File: config.mk
export PLATFORM = sky130hd
export DESIGN_NAME = key_debounce_flat
export DESIGN_NICKNAME = d
export VERILOG_FILES = /design/src/rtl/key_debounce_if.sv /design/src/rtl/key_debounce.sv /design/src/flat_wrapper.sv
export SDC_FILE = /design/constraint.sdc
export NUM_CORES = 1
export LEC_CHECK = 0
export CORE_MARGIN = 1
export CORE_UTILIZATION = 55
export DETAILED_ROUTE_END_ITERATION = 8
export HOLD_SLACK_MARGIN = 0.06
export PLACE_DENSITY = 0.76
export SYNTH_ARGS = -nofsm -noshare
export SYNTH_HDL_FRONTEND = slang
export SYNTH_SLANG_ARGS = --single-unit
File: constraint.sdc
create_clock -name sys_clk -period 2.2 [get_ports sys_clk]
set_clock_uncertainty 0.2 [all_clocks]
set_input_delay 0.33 -clock sys_clk [delete_from_list [all_inputs] [get_ports sys_clk]]
set_output_delay 0.33 -clock sys_clk [all_outputs]
set_load 0.1 [all_outputs]
File: src/rtl/key_debounce_if.sv
// key_debounce_if: key pins in, debounced levels and edge pulses out.
//   key_in      raw active-low key pins (driven by master)
//   key_level   debounced level, same polarity as key_in
//   key_press   one-cycle pulse on an accepted 1->0 transition
//   key_release one-cycle pulse on an accepted 0->1 transition
//   key_long    one-cycle long-press pulse (only with KEY_LONG_PRESS_EN)
// master = board/bench side, slave = debouncer side.
interface key_debounce_if #(
    parameter int KEY_W = 2
);
    logic [KEY_W-1:0] key_in;
    logic [KEY_W-1:0] key_level;
    logic [KEY_W-1:0] key_press;
    logic [KEY_W-1:0] key_release;
`ifdef KEY_LONG_PRESS_EN
    logic [KEY_W-1:0] key_long;
    modport master (output key_in, input key_level, key_press, key_release, key_long);
    modport slave  (input key_in, output key_level, key_press, key_release, key_long);
`else
    modport master (output key_in, input key_level, key_press, key_release);
    modport slave  (input key_in, output key_level, key_press, key_release);
`endif
endinterface

File: src/rtl/key_debounce.sv
// key_debounce: 2-flop synchronise and counter-debounce active-low keys, emitting levels and press/release pulses.
//   sys_clk  system clock
//   rst      asynchronous, active-low reset
//   kif      key_debounce_if.slave (key_in in; key_level, key_press, key_release[, key_long] out)
// Optional macro KEY_LONG_PRESS_EN adds LONG_CNT, a per-key hold counter and the key_long pulse.
module key_debounce #(
    parameter int          KEY_W    = 2,
    parameter logic [19:0] DEB_CNT  = 20'd1000000
`ifdef KEY_LONG_PRESS_EN
    ,
    parameter logic [25:0] LONG_CNT = 26'd50000000
`endif
) (
    input logic          sys_clk,
    input logic          rst,
    key_debounce_if.slave kif
);
    typedef enum logic [1:0] {IDLE, PRESS_DEB, HELD, RELEASE_DEB} state_t;
    logic [KEY_W-1:0] sync_a;
    logic [KEY_W-1:0] sync_b;
    always_ff @(posedge sys_clk or negedge rst) begin
        if (!rst) begin
            sync_a <= '1;
            sync_b <= '1;
        end else begin
            sync_a <= kif.key_in;
            sync_b <= sync_a;
        end
    end
    for (genvar i = 0; i < KEY_W; i++) begin : g_key
        state_t      state;
        state_t      state_nxt;
        logic [19:0] cnt;
        logic [19:0] cnt_nxt;
        logic        lvl;
        logic        lvl_nxt;
        logic        prs;
        logic        prs_nxt;
        logic        rel;
        logic        rel_nxt;
        logic        last;
        assign last = cnt == DEB_CNT - 20'd1;
        always_comb begin
            state_nxt = state;
            cnt_nxt   = cnt;
            lvl_nxt   = lvl;
            prs_nxt   = 1'b0;
            rel_nxt   = 1'b0;
            case (state)
                IDLE: if (!sync_b[i]) begin
                    state_nxt = PRESS_DEB;
                    cnt_nxt   = 20'd1;
                end
                PRESS_DEB: if (sync_b[i]) begin
                    state_nxt = IDLE;
                    cnt_nxt   = '0;
                end else if (last) begin
                    state_nxt = HELD;
                    cnt_nxt   = '0;
                    lvl_nxt   = 1'b0;
                    prs_nxt   = 1'b1;
                end else begin
                    cnt_nxt   = cnt + 20'd1;
                end
                HELD: if (sync_b[i]) begin
                    state_nxt = RELEASE_DEB;
                    cnt_nxt   = 20'd1;
                end
                RELEASE_DEB: if (!sync_b[i]) begin
                    state_nxt = HELD;
                    cnt_nxt   = '0;
                end else if (last) begin
                    state_nxt = IDLE;
                    cnt_nxt   = '0;
                    lvl_nxt   = 1'b1;
                    rel_nxt   = 1'b1;
                end else begin
                    cnt_nxt   = cnt + 20'd1;
                end
                default: begin
                    state_nxt = IDLE;
                    cnt_nxt   = '0;
                end
            endcase
        end
        always_ff @(posedge sys_clk or negedge rst) begin
            if (!rst) begin
                state <= IDLE;
                cnt   <= '0;
                lvl   <= 1'b1;
                prs   <= 1'b0;
                rel   <= 1'b0;
            end else begin
                state <= state_nxt;
                cnt   <= cnt_nxt;
                lvl   <= lvl_nxt;
                prs   <= prs_nxt;
                rel   <= rel_nxt;
            end
        end
        assign kif.key_level[i]   = lvl;
        assign kif.key_press[i]   = prs;
        assign kif.key_release[i] = rel;
`ifdef KEY_LONG_PRESS_EN
        logic [25:0] hold;
        logic [25:0] hold_nxt;
        logic        lng;
        logic        lng_nxt;
        logic        down;
        assign down = state == HELD || state == RELEASE_DEB;
        // The counter parks at LONG_CNT after the pulse, so each press yields at most one key_long;
        // a release bounce back to HELD keeps the running count.
        always_comb begin
            hold_nxt = hold;
            lng_nxt  = 1'b0;
            if (down) begin
                lng_nxt  = hold == LONG_CNT - 26'd1;
                hold_nxt = state_nxt == IDLE ? '0 : (hold == LONG_CNT ? hold : hold + 26'd1);
            end else if (state_nxt == HELD) begin
                hold_nxt = '0;
            end
        end
        always_ff @(posedge sys_clk or negedge rst) begin
            if (!rst) begin
                hold <= '0;
                lng  <= 1'b0;
            end else begin
                hold <= hold_nxt;
                lng  <= lng_nxt;
            end
        end
        assign kif.key_long[i] = lng;
`endif
    end
endmodule

File: src/flat_wrapper.sv
// flat-port wrapper written by rule: the top's interface ports become plain ports
module key_debounce_flat 
#(
    parameter int          KEY_W    = 2,
    parameter logic [19:0] DEB_CNT  = 20'd1000000

)
  (sys_clk, rst, kif_key_in, kif_key_level, kif_key_press, kif_key_release);
  key_debounce_if #(.KEY_W(KEY_W)) kif_i ();
  input logic sys_clk;
  input logic rst;
  input wire logic [$bits(kif_i.key_in)-1:0] kif_key_in;
  output wire logic [$bits(kif_i.key_level)-1:0] kif_key_level;
  output wire logic [$bits(kif_i.key_press)-1:0] kif_key_press;
  output wire logic [$bits(kif_i.key_release)-1:0] kif_key_release;
  assign kif_i.key_in = kif_key_in;
  assign kif_key_level = kif_i.key_level;
  assign kif_key_press = kif_i.key_press;
  assign kif_key_release = kif_i.key_release;
  key_debounce #(.KEY_W(KEY_W), .DEB_CNT(DEB_CNT)) u_core (.sys_clk(sys_clk), .rst(rst), .kif(kif_i));
endmodule
==> PnR_summary.wiki <==
{| class="wikitable"
! Metric !! Value
|-
| Status || finished with violations
|-
| Violated checks || setup timing
|-
| Wire length after detailed routing || 6990 um
|-
| Die Footprint || 5640 um^2
|-
| Top metal layer carrying routed signals || met4
|-
| Number of rows in the core area || 26
|-
| Final layout net count || 375
|-
| Post-synth top area share || 0.409
|-
| Endpoint type of the worst setup path || flop
|-
| Routed length on met3 || 361 um
|-
| Type of element launching the critical path || flop
|-
| Final RePlAce weighted congestion || 0.912
|-
| Wire length on met1 || 2860 um
|-
| Per-instance average area after synthesis || 8.98 um^2
|-
| I/O Pins || 10
|-
| Data required time of the worst path || 2.20 ns
|-
| Final cycle utilization of the critical path || 1.03
|-
| Placed cell count || 429
|-
| Maximum capacitance violations || 0
|-
| Final standard cell count with taps included and fillers excluded || 440
|-
| Worst setup path class || flop to flop
|-
| Leading cell types by total area after synthesis || dfrtp_1, nand3_1, dfstp_2
|-
| Cell with the most instances after synthesis || dfrtp_1
|-
| Count of input and output buffers || 9
|-
| Count of flip-flops with a built-in enable after synthesis || 0
|-
| CTS HTree Levels || 2
|-
| Number of pins with negative max-slew slack in the final report || 0
|-
| Maximum fanout count along the critical path || 10
|-
| Gate Count Post-Synth || 327
|-
| Clock slew seen by the registers of the worst setup and hold paths || 0.09 ns
|-
| Largest area contributor in the netlist || dfrtp_1
|-
| Transition time of the tightest slew-check pin || 1.01 ns
|-
| Setup ws final || -0.0583 ns
|-
| Synth cell count leaders || dfrtp_1, nand2_1, nand3_1
|-
| Proportion of layout cells with a drive suffix above 1 || 0.300
|-
| Count of nets left with antenna violations after detail routing || 0
|-
| Clock Sink Count || 54
|-
| Overall overflow remaining after global route || 0
|-
| Overall fraction of global-route tracks in use || 0.256
|-
| Clock tree from TritonCTS || yes
|-
| Number of unique standard cell types used by synthesis || 51
|-
| Synth Area in Adders || 0.00852
|-
| Area added between synthesis and finish || 25.0%
|-
| Final min period || 2.26 ns
|-
| Wirelength per Cell || 15.9 um
|-
| Fraction of the mapped netlist area in compound gates || 0.149
|-
| Share of the synthesized netlist area taken by xor and xnor gates || 0.00894
|-
| Share of synthesized area spent on multiplexers || 0.0239
|-
| Via Count || 2693
|-
| Total core area || 5140 um^2
|-
| Vert. Die Dim || 75.1 um
|-
| Sequential standard cell area || 1360 um^2
|-
| DP HPWL || 4690 um
|-
| Source-to-sink clock delay at the later pin of the worst-skew pair || 0.31 ns
|-
| Root buf cell || clkbuf_8
|-
| Pre-Repair DR Iteration Count || 7
|-
| Clock buffer count from CTS || 5
|-
| Antenna Cells || 0
|-
| Area fraction in and, or, nand and nor cells after synthesis || 0.289
|-
| Antenna violations before repair || 0
|-
| Top flip-flop cell by instance count after synthesis || dfrtp_1
|-
| # setup viols final || 7
|-
| Post-DR vias/cell || 6.12
|-
| Main combinational cell family by area after synthesis || simple AND/OR/NAND/NOR gates
|-
| Async SR Flop Fraction || 1.00
|-
| Warnings, synthesis || 0
|-
| Class of the tightest hold or removal check || flop to flop
|-
| Post-Syn Nets || 333
|-
| Horizontal die dimension || 75.1 um
|-
| Proportion of synthesized chip area in sequential cells || 0.463
|-
| Max_slew headroom || 0.322
|-
| Filler cell count in the final layout || 387
|-
| Footprint of the multi-input gates || 1580 um^2
|-
| Count of routing violations after the opening detailed-route iteration || 222
|-
| Unrepaired setup endpoints after global routing || true
|-
| Pin count of the biggest net entering global routing || 55
|-
| Synthesis-stage register bit count || 54
|-
| DR DRC count || 0
|-
| Worst Hold Slack || 0.160 ns
|-
| Arrival time at the worst endpoint || 2.26 ns
|-
| Post-synth design cell area || 2940 um^2
|-
| R2R setup slack || -0.06 ns
|-
| Vias in the first global route || 2486
|-
| Leakage || 1.61 nW
|-
| Initial core utilization || 0.572
|-
| Met2 wire length || 3580 um
|-
| First-pass GRT wire length || 10900 um
|-
| Bufs on Longest Clock Path || 2
|-
| Cell area power density || 519 nW/um^2
|-
| Max VDD drop || 0.489 mV
|-
| Max frequency || 443 MHz
|-
| Hold Violations, Final || 0
|}
-- layout make-up --
class,count,area share
timing repair buffer,54,0.128
sequential,54,0.370
tap,70,0.0238
clock buffer,7,0.0235
clock inverter,1,0.00817
inverter,16,0.0163
multi-input combinational,238,0.430
-- critical path, stage by stage (launching register included) --
cell	delay, ns
dfrtp_1	0.38
or4_4	0.53
or4_4	0.46
o21ai_4	0.18
buf_12	0.14
o21ai_1	0.06
a21o_1	0.20
-- cell families after synthesis --
logic type	after synthesis
AND/OR/NAND/NOR	155
AO/OA/AOI/OAI	71
flip-flops	54
buffers and inverters	35
multiplexers	7
XOR/XNOR	3
adder cells (fa/ha/maj)	2
-- cell usage in the layout (no fill, tap or decap), drive strengths merged, types with 2 or more instances in the layout --
master	n
clkdlybuf4s50	2
nor3	6
ha	2
nor4	6
or4	5
o31ai	3
o22a	2
dfrtp	48
and3	9
nor4b	2
inv	16
or3	14
o21ai	19
nand3	33
o211ai	3
clkbuf	7
nand4	13
a22o	2
mux2i	7
nor3b	3
dfstp	6
xnor2	2
buf	51
or2b	2
nor2	18
nand2	34
and2	3
a21o	10
a21oi	26
-- sequential cells by signal, summed over array words and instances (netlist names), named ones only --
name	cells
u_core.g_key.cnt	40
u_core.g_key.prs	2
u_core.g_key.lvl	2
u_core.sync_a	2
u_core.g_key.state	2
u_core.sync_b	2
u_core.g_key.rel	2
-- metal layers --
layer / up-vias / global-route usage
met2: 109 / 0.456
li1: 1265 / -
met3: 23 / 0.0428
met4: 0 / 0.111
met5: - / 0
met1: 1296 / 0.305
-- path summary, 6_finish.rpt --
| path | startpoint | to | cells past startpoint |
|---|---|---|---|
| max reg2reg | u_core.g_key[1].cnt[10]$_DFFE_PN0P_ | u_core.g_key[1].cnt[2]$_DFFE_PN0P_ | 6 |
| min reg2reg | u_core.sync_a[0]$_DFF_PN1_ | u_core.sync_b[0]$_DFF_PN1_ | 0 |
| max in group asynchronous | rst | u_core.sync_a[1]$_DFF_PN1_ | 3 |
| min | u_core.sync_a[0]$_DFF_PN1_ | u_core.sync_b[0]$_DFF_PN1_ | 0 |
| min in group asynchronous | rst | u_core.g_key[0].cnt[12]$_DFFE_PN0P_ | 3 |
| max | u_core.g_key[1].cnt[10]$_DFFE_PN0P_ | u_core.g_key[1].cnt[2]$_DFFE_PN0P_ | 6 |
-- where the power goes --
part	switching (mW)	internal (mW)
sequential	0.0162	1.01
clock	0.322	0.371
combinational	0.104	0.0789
-- metrics by stage --
stage          utilization  total power [mW]  setup WS (ns)  setup TNS, ns  cell area, um^2
3_5_place_dp         0.654              1.21         -0.109         -0.696             3360
3_3_place_gp         0.654              1.20        -0.0673         -0.329             3360
4_1_cts              0.685              1.90        -0.0692         -0.391             3520
6_report             0.715              1.90        -0.0583         -0.267             3670
5_1_grt              0.715              1.96         -0.109          -1.14             3670
2_1_floorplan            -              1.13        -0.0406         -0.249             2960
-- what timing repair did --
item                       in CTS  in global routing
resized for setup               1                 36
hold endpoints to repair       48                  0
setup endpoints to repair      18                 28
buffers inserted                2                  0
hold buffers                    1                  0
pin swaps                       1                 12
No activity file was read; power rests on OpenSTA's default activity.
